File: src/rtl/mult_pkg.sv
// Shared definitions for the shift-and-add multiplier.
//   MULT_N       default operand width
//   cnt_width()  iteration counter width for a given operand width
//   state enum and the matching state constants used by the FSM
// Optional feature macro (see shift_add_mult.sv): MULT_EARLY_EXIT_EN
package mult_pkg;

    localparam int MULT_N = 6;

    // A width-1 counter is kept for N<2 so the counter never collapses to 0 bits.
    function automatic int cnt_width(input int n);
        return (n < 2) ? 1 : $clog2(n);
    endfunction

    localparam int MULT_CNT_W = cnt_width(MULT_N);

    typedef enum logic [1:0] {
        E_IDLE = 2'd0,
        E_LOAD = 2'd1,
        E_CALC = 2'd2,
        E_DONE = 2'd3
    } mult_state_e;

    localparam logic [1:0] ST_IDLE = E_IDLE;
    localparam logic [1:0] ST_LOAD = E_LOAD;
    localparam logic [1:0] ST_CALC = E_CALC;
    localparam logic [1:0] ST_DONE = E_DONE;

endpackage

File: src/rtl/shift_add_dp.sv
// Shift-and-add datapath: accumulator, shifting multiplicand and multiplier.
// Ports:
//   i_clk, i_rst_n          clock, async active-low reset (clears all registers)
//   i_ld                    load acc<-R, mcand<-B, mplier<-Q
//   i_step                  one iteration: shift mcand left, mplier right
//   i_add                   with i_step, accumulate mcand into acc
//   i_q, i_b, i_r           operands (N bits each)
//   o_acc                   accumulator (2N bits)
//   o_mplier_lsb            current multiplier LSB
//   o_next_mplier_zero      multiplier will be zero after this shift
module shift_add_dp
    import mult_pkg::*;
#(
    parameter int N = MULT_N
) (
    input  logic           i_clk,
    input  logic           i_rst_n,
    input  logic           i_ld,
    input  logic           i_step,
    input  logic           i_add,
    input  logic [N-1:0]   i_q,
    input  logic [N-1:0]   i_b,
    input  logic [N-1:0]   i_r,
    output logic [2*N-1:0] o_acc,
    output logic           o_mplier_lsb,
    output logic           o_next_mplier_zero
);

    logic [2*N-1:0] r_acc;
    logic [2*N-1:0] r_mcand;
    logic [N-1:0]   r_mplier;

    always_ff @(posedge i_clk or negedge i_rst_n) begin
        if (!i_rst_n) begin
            r_acc    <= '0;
            r_mcand  <= '0;
            r_mplier <= '0;
        end else if (i_ld) begin
            r_acc    <= {{N{1'b0}}, i_r};
            r_mcand  <= {{N{1'b0}}, i_b};
            r_mplier <= i_q;
        end else if (i_step) begin
            // Carry-out of the 2N-bit add is dropped; the result range cannot overflow.
            if (i_add) begin
                r_acc <= r_acc + r_mcand;
            end
            r_mcand  <= r_mcand << 1;
            r_mplier <= r_mplier >> 1;
        end
    end

    assign o_acc              = r_acc;
    assign o_mplier_lsb       = r_mplier[0];
    assign o_next_mplier_zero = ((r_mplier >> 1) == '0);

endmodule

File: src/rtl/shift_add_mult.sv
// Sequential shift-and-add multiplier: P = Q*B + R over up to N iterations.
// Ports:
//   i_clk     system clock, rising edge
//   i_rst_n   async active-low reset
//   i_q       multiplier (N bits), sampled in LOAD
//   i_b       multiplicand (N bits), sampled in LOAD
//   i_r       addend (N bits), sampled in LOAD
//   i_btn     level start request, debounced
//   o_p       accumulator (2N bits), valid while o_done=1
//   o_busy    high in LOAD and CALC
//   o_done    high in DONE
// Macro MULT_EARLY_EXIT_EN: CALC also finishes once the remaining multiplier
// bits are all zero, giving data-dependent latency with identical results.
//
// state | meaning
// IDLE  | waiting for button, P holds last result
// LOAD  | capture operands, preset counter
// CALC  | one shift/add iteration per cycle
// DONE  | result valid, wait for button release
module shift_add_mult
    import mult_pkg::*;
#(
    parameter int N = MULT_N
) (
    input  logic           i_clk,
    input  logic           i_rst_n,
    input  logic [N-1:0]   i_q,
    input  logic [N-1:0]   i_b,
    input  logic [N-1:0]   i_r,
    input  logic           i_btn,
    output logic [2*N-1:0] o_p,
    output logic           o_busy,
    output logic           o_done
);

    localparam int CW = cnt_width(N);
    localparam logic [CW-1:0] CNT_LOAD = CW'(N - 1);

`ifdef MULT_EARLY_EXIT_EN
    localparam logic EARLY_EXIT = 1'b1;
`else
    localparam logic EARLY_EXIT = 1'b0;
`endif

    logic [1:0]    r_state;
    logic [CW-1:0] r_cnt;

    logic w_ld;
    logic w_step;
    logic w_add;
    logic w_mplier_lsb;
    logic w_next_zero;
    logic w_last;

    assign w_ld   = (r_state == ST_LOAD);
    assign w_step = (r_state == ST_CALC);
    assign w_add  = w_step & w_mplier_lsb;
    assign w_last = (r_cnt == '0) || (EARLY_EXIT && w_next_zero);

    always_ff @(posedge i_clk or negedge i_rst_n) begin
        if (!i_rst_n) begin
            r_state <= ST_IDLE;
            r_cnt   <= '0;
        end else begin
            case (r_state)
                ST_IDLE: begin
                    if (i_btn) begin
                        r_state <= ST_LOAD;
                    end
                end
                ST_LOAD: begin
                    r_cnt   <= CNT_LOAD;
                    r_state <= ST_CALC;
                end
                ST_CALC: begin
                    // Hold at zero on an early exit rather than wrapping.
                    if (r_cnt != '0) begin
                        r_cnt <= r_cnt - 1'b1;
                    end
                    if (w_last) begin
                        r_state <= ST_DONE;
                    end
                end
                ST_DONE: begin
                    if (!i_btn) begin
                        r_state <= ST_IDLE;
                    end
                end
                default: r_state <= ST_IDLE;
            endcase
        end
    end

    shift_add_dp #(.N(N)) u_dp (
        .i_clk              (i_clk),
        .i_rst_n            (i_rst_n),
        .i_ld               (w_ld),
        .i_step             (w_step),
        .i_add              (w_add),
        .i_q                (i_q),
        .i_b                (i_b),
        .i_r                (i_r),
        .o_acc              (o_p),
        .o_mplier_lsb       (w_mplier_lsb),
        .o_next_mplier_zero (w_next_zero)
    );

    assign o_busy = (r_state == ST_LOAD) || (r_state == ST_CALC);
    assign o_done = (r_state == ST_DONE);

endmodule

File: config.mk
export PLATFORM = sky130hd
export DESIGN_NAME = shift_add_mult
export DESIGN_NICKNAME = d
export VERILOG_FILES = /design/src/rtl/mult_pkg.sv /design/src/rtl/shift_add_dp.sv /design/src/rtl/shift_add_mult.sv
export SDC_FILE = /design/constraint.sdc
export NUM_CORES = 1
export LEC_CHECK = 0
export CAP_MARGIN = 20
export CORE_MARGIN = 5
export CORE_UTILIZATION = 35
export DETAILED_ROUTE_END_ITERATION = 16
export DONT_BUFFER_PORTS = 1
export HOLD_SLACK_MARGIN = 0.03
export PLACE_DENSITY_LB_ADDON = 0.15
export SKIP_CTS_REPAIR_TIMING = 1
export SLEW_MARGIN = 20
export SYNTH_ARGS = -nofsm -noshare
export SYNTH_HDL_FRONTEND = slang
export SYNTH_SLANG_ARGS = --single-unit
File: constraint.sdc
create_clock -name i_clk -period 1.7 [get_ports i_clk]
set_input_delay 0.17 -clock i_clk [delete_from_list [all_inputs] [get_ports i_clk]]
set_output_delay 0.17 -clock i_clk [all_outputs]
set_load 0.005 [all_outputs]
# After elaboration in Yosys (flattened, before gate mapping)
# Cells that the tools add are included.
# classes
n_addsub	2
n_eq_ne	7
muxes	13
bitwise	1
reduce_logical	9
# ops
cell	n
2-to-1 mux 12 bit	5
adder 12 bit	1
2-to-1 mux 6 bit	2
one-hot mux 2 bit (4 select lines)	1
2-to-1 mux 2 bit	3
one-hot mux 3 bit (2 select lines)	1
equality test 2 bit, second input constant	2
inequality test 2 x 1 -> 1 bit, second input constant	2
inequality test 2 bit, second input constant	2
AND reduction 2 bit	2
nonzero test 2 bit	2
zero test 3 bit	1
2-to-1 mux 3 bit	1
AND reduction 3 bit	1
nonzero test 3 bit	1
subtractor 3 x 1 -> 3 bit, second input constant	1
equality test 2 x 1 -> 1 bit, second input constant	1
zero test 2 bit	1
AND 1 bit	1
logical OR 1 bit	1
# totals
regBits	35
in_bits	21
out_inout_bits	14
wordCells	37

# Logic depth before layout (Yosys ltp)
# logic_depth
word_depth	5
mapped_depth	9
mapped_depth_nobuf	9

# Cells and area by module
# A second synthesis with hierarchy kept.
# unflattened
cells_unflattened	231
hier_area_um2	2233.4
# by_module_without_submodules
module	n_inst	cells_each	area_each_um2	seq_area_each_um2
shift_add_dp	1	198	1875.5	750.7
shift_add_mult	1	33	357.8	125.1

# Worst setup path after synthesis
# No wires, ideal clock.
# synth_path
kind	reg2reg
start	reg u_dp.r_acc[0], in the netlist u_dp.o_acc[0]
end	reg u_dp.r_acc[10], in the netlist u_dp.o_acc[10]
setup_time_ns	0.134
t_arrival_ns	1.738
required_ns	1.566
path_slack_ns	-0.173
path_stages_with_launch	10
n_path_buf	0
synth_period_minus_slack_ns	1.873
path_cell_list	dfrtp_1 > ha_1 > inv_1 > fa_1 > nand2b_1 > a21oi_1 > a211oi_1 > o21ai_0 > xnor2_1 > o21ai_0
# synth_via
elab_chain_len	4
# synth_rtl
item	line	source
from (decl)	shift_add_dp.sv:29	logic [2*N-1:0] r_acc;
from (signal assigned)	shift_add_dp.sv:39	r_acc <= {{N{1'b0}}, i_r};
from (signal assigned)	shift_add_dp.sv:45	r_acc <= r_acc + r_mcand;
adder 12 bit	shift_add_dp.sv:45	
2-to-1 mux 12 bit	shift_add_dp.sv:44	if (i_add) begin
2-to-1 mux 12 bit	shift_add_dp.sv:42	end else if (i_step) begin
2-to-1 mux 12 bit	shift_add_dp.sv:38	end else if (i_ld) begin
# No other way between the ends. The select of a mux whose other input is x is not followed.
# A chain may end at the register's enable or synchronous reset.

# Worst setup path after layout
# layout_path
start	reg u_dp.r_mcand[0]
end	reg u_dp.r_acc[10], in the netlist u_dp.o_acc[10]
# layout_via
elab_chain_len	4
# layout_rtl
item	line	source
from (decl)	shift_add_dp.sv:30	logic [2*N-1:0] r_mcand;
from (signal assigned)	shift_add_dp.sv:40	r_mcand <= {{N{1'b0}}, i_b};
from (signal assigned)	shift_add_dp.sv:47	r_mcand <= r_mcand << 1;
adder 12 bit	shift_add_dp.sv:45	
2-to-1 mux 12 bit	shift_add_dp.sv:44	
2-to-1 mux 12 bit	shift_add_dp.sv:42	
2-to-1 mux 12 bit	shift_add_dp.sv:38	
# No other way between the ends. The select of a mux whose other input is x is not followed.

==> out/results.ini <==
[status]
outcome = finished, violations left
violations = setup timing

[final_layout]
final_net_count = 298
multi_input_area_sq_um = 1230
syn2layout_area_growth_pct = 30.2
diodes = 0
final_cells = 334
regArea_sq_um = 876
num-fill-cells = 542
utilization_pct = 46.4
drive_gt1_share_pct = 27.0

[critical_path]
end_kind = flip-flop
path_class = reg2reg
r2r_setup_slack_ns = -0.06
rr_worst_depth = 9
r2r_end = u_dp.o_acc[10]$_DFFE_PN0P_
critPathArrivalTime_ns = 1.94
r2r_start = u_dp.r_mcand[0]$_DFFE_PN0P_
worst_setup_path_start_kind = flip-flop
cp.required_ns = 1.87
path_max_fanout = 3

[placed_design]
gp_congestion = 0.793
io_buffers = 0
place_hpwl_mm = 3.43
dpl.cell_count = 320

[die]
initial_core_util_pct = 35.7
core_sq_um = 5850
die_y_microns = 87.2
fp.dieW_microns = 87.2
io_pins = 35
rows = 28
die_area_sq_um = 7600

[synth]
async_flop_share_pct = 100
syn_inst = 217
synth-seq-cells = 35
synth-seq-area-share_pct = 42.0
yosys-top-cells-area = dfrtp_1 (42%), ha_1 (11%), mux2i_1 (5.8%)
yosysWarnings = 0
synth_edf_count = 0
synth_top_cell_area_share_pct = 42.0
synth_fp_nets = 257
synth_area_sq_um = 2090
synth.largest_area_cell = dfrtp_1
synth.distinct_cells = 34
syn_avg_cell_area_sq_um = 9.61
synth-main-ff-cell = dfrtp_1

[timing]
fin_crit_ns = 1.76
relSlewSlack_pct = 76.3
skew_ns = 0.00686
fmax_mhz = 568
rsz0062_at_grt = yes
hold_viol_final = 0
finalWorstSetupSlack_ns = -0.0608
worst_pin_slew_ns = 0.355
maxSlewViolCount = 0
setup_violations = 4
period_share_pct = 104

[global_routing]
grt.overflow.total = 0
grt-busiest-layer = met2
grt_util_met2_pct = 21.7
grt_pass1_vias = 1715
use_met1_pct = 17.9
grt_pass1_wl_mm = 8.22
use_met3_pct = 4.73
antenna_found_initial = 0
grt.total_usage_pct = 13.8
grt_max_degree = 39

[detailed_routing]
vias_per_cell = 4.90
wl_per_cell_microns = 14.2
vias = 1636
totalWireLength_mm = 4.74
drt_iter0_markers = 54
ant_nets = 0
first_pass_iters = 3
drc = 0

[power]
power_density_nw_per_um2 = 2290
seqPwrFrac_pct = 24.1
ir_drop_mv = 0.989
p_leak_nw = 1.22
p_switching_w = 0.00265
switching_share_pct = 42.6
p_int_w = 0.00357
combPwrFrac_pct = 64.9
clkPwrFrac_pct = 11.0

[clock_network]
cts_sinks = 35
cts-root-buf = clkbuf_8
cts_tree = done
h-tree-depth = 2
cts_inserted_buffers = 5
clockBufferDepth = 2
clk_latency_ns = 0.29
clk_pin_slew_ns = 0.08

[min_path]
min-delay-start = i_b[0]
hold_end = u_dp.r_mcand[0]$_DFFE_PN0P_
hp-class = in2reg
whs_path_depth = 2

[job]
drv_cap = 0

-- synth_stat cells (2+ instances only) --
| cell type | number |
|---|---|
| nor3_1 | 2 |
| ha_1 | 18 |
| xnor2_1 | 6 |
| a32oi_1 | 3 |
| a21o_1 | 4 |
| a211oi_1 | 4 |
| o21ai_1 | 2 |
| clkbuf_1 | 7 |
| inv_1 | 16 |
| nor2_1 | 17 |
| o21ai_0 | 19 |
| nand2_1 | 15 |
| dfrtp_1 | 35 |
| nand2b_1 | 2 |
| o211ai_1 | 4 |
| mux2i_1 | 12 |
| xor2_1 | 5 |
| nand3b_1 | 5 |
| buf_2 | 3 |
| nand4_1 | 2 |
| nand3_1 | 5 |
| a21oi_1 | 19 |
-- area by class of cell --
type	count	area share [%]
clock buffer	8	3.69
inverter	16	2.21
multi-input combinational	156	45.3
sequential	35	32.3
tap	75	3.46
timing repair buffer	44	13.1
-- flip-flops by register name (all words and copies together) (netlist names) --
register       cells
u_dp.o_acc        12
u_dp.r_mcand      12
u_dp.r_mplier      6
r_cnt              3
r_state            2
-- per-layer routing --
| metal | vias up | wire [microns] |
|---|---|---|
| met1 | 761 | 2260 |
| met3 | 7 | 250 |
| li1 | 842 | - |
| met5 | - | 0 |
| met2 | 26 | 2140 |
| met4 | 0 | 87 |
-- metrics by stage --
stage	total power (W)	TNS (ns)	hold WS, ns	cell area [sq um]	setup slack [ns]
finish	0.00622	-0.194	0.0307	2720	-0.0608
floorplan	0.00396	-0.138	-0.126	2140	-0.0418
CTS	0.00596	-0.779	-0.441	2570	-0.171
detailed placement	0.00524	-0.573	-0.124	2470	-0.129
global route	0.00689	-0.682	0.0399	2720	-0.165
global placement	0.00523	-0.429	-0.125	2470	-0.101
-- worst max-delay path, stage by stage (launching register included) --
cell and delay, ns:
dfrtp_1 0.36, ha_2 0.20, inv_2 0.04, fa_2 0.33
nand2b_4 0.16, a21oi_4 0.15, a211oi_4 0.07, o21ai_2 0.13
xnor2_1 0.13, o21ai_1 0.07
-- layout by cell type (no fill, tap or decap), types with 7 or more instances in the layout --
cell type and n:
buf_4 41, dfrtp_1 35, nor2_1 17, a21oi_1 17, inv_1 15, nand2_1 15
ha_1 13, mux2i_1 12, o21ai_0 12, o21ai_1 7, clkbuf_8 7
-- power by group through the flow --
stage          clock network (W)  registers, W  logic (W)
2_1_floorplan                  0       0.00148    0.00247
5_1_grt                 0.000741       0.00155    0.00459
3_3_place_gp                   0       0.00149    0.00373
4_1_cts                 0.000708       0.00149    0.00377
3_5_place_dp                   0       0.00150    0.00374
6_report                0.000685       0.00150    0.00404
-- logic make-up (layout without fill, tap and decap cells) --
kind of cell / count (synthesis) / count (layout) / synth area share [%]
AOI/OAI and AO/OA: 63 / 63 / 19.4
and+or+nand+nor: 50 / 50 / 11.0
DFF: 35 / 35 / 42.0
buffers and inverters: 26 / 68 / 4.86
adders and majority gates: 19 / 19 / 11.8
muxes: 13 / 13 / 6.30
xor gates and xnor gates: 11 / 11 / 4.62
-- worst max path at each step --
stage                                 from                         end  slack [ns]
6_report       u_dp.r_mcand[0]$_DFFE_PN0P_  u_dp.o_acc[10]$_DFFE_PN0P_       -0.06
5_1_grt        u_dp.r_mcand[4]$_DFFE_PN0P_  u_dp.o_acc[11]$_DFFE_PN0P_       -0.16
4_1_cts          u_dp.o_acc[1]$_DFFE_PN0P_  u_dp.o_acc[11]$_DFFE_PN0P_       -0.17
3_5_place_dp     u_dp.o_acc[1]$_DFFE_PN0P_  u_dp.o_acc[11]$_DFFE_PN0P_       -0.13
3_3_place_gp   u_dp.r_mcand[4]$_DFFE_PN0P_  u_dp.o_acc[11]$_DFFE_PN0P_       -0.10
2_1_floorplan    u_dp.o_acc[1]$_DFFE_PN0P_  u_dp.o_acc[11]$_DFFE_PN0P_       -0.04
Note: power is estimated with default switching activity, not from simulation.
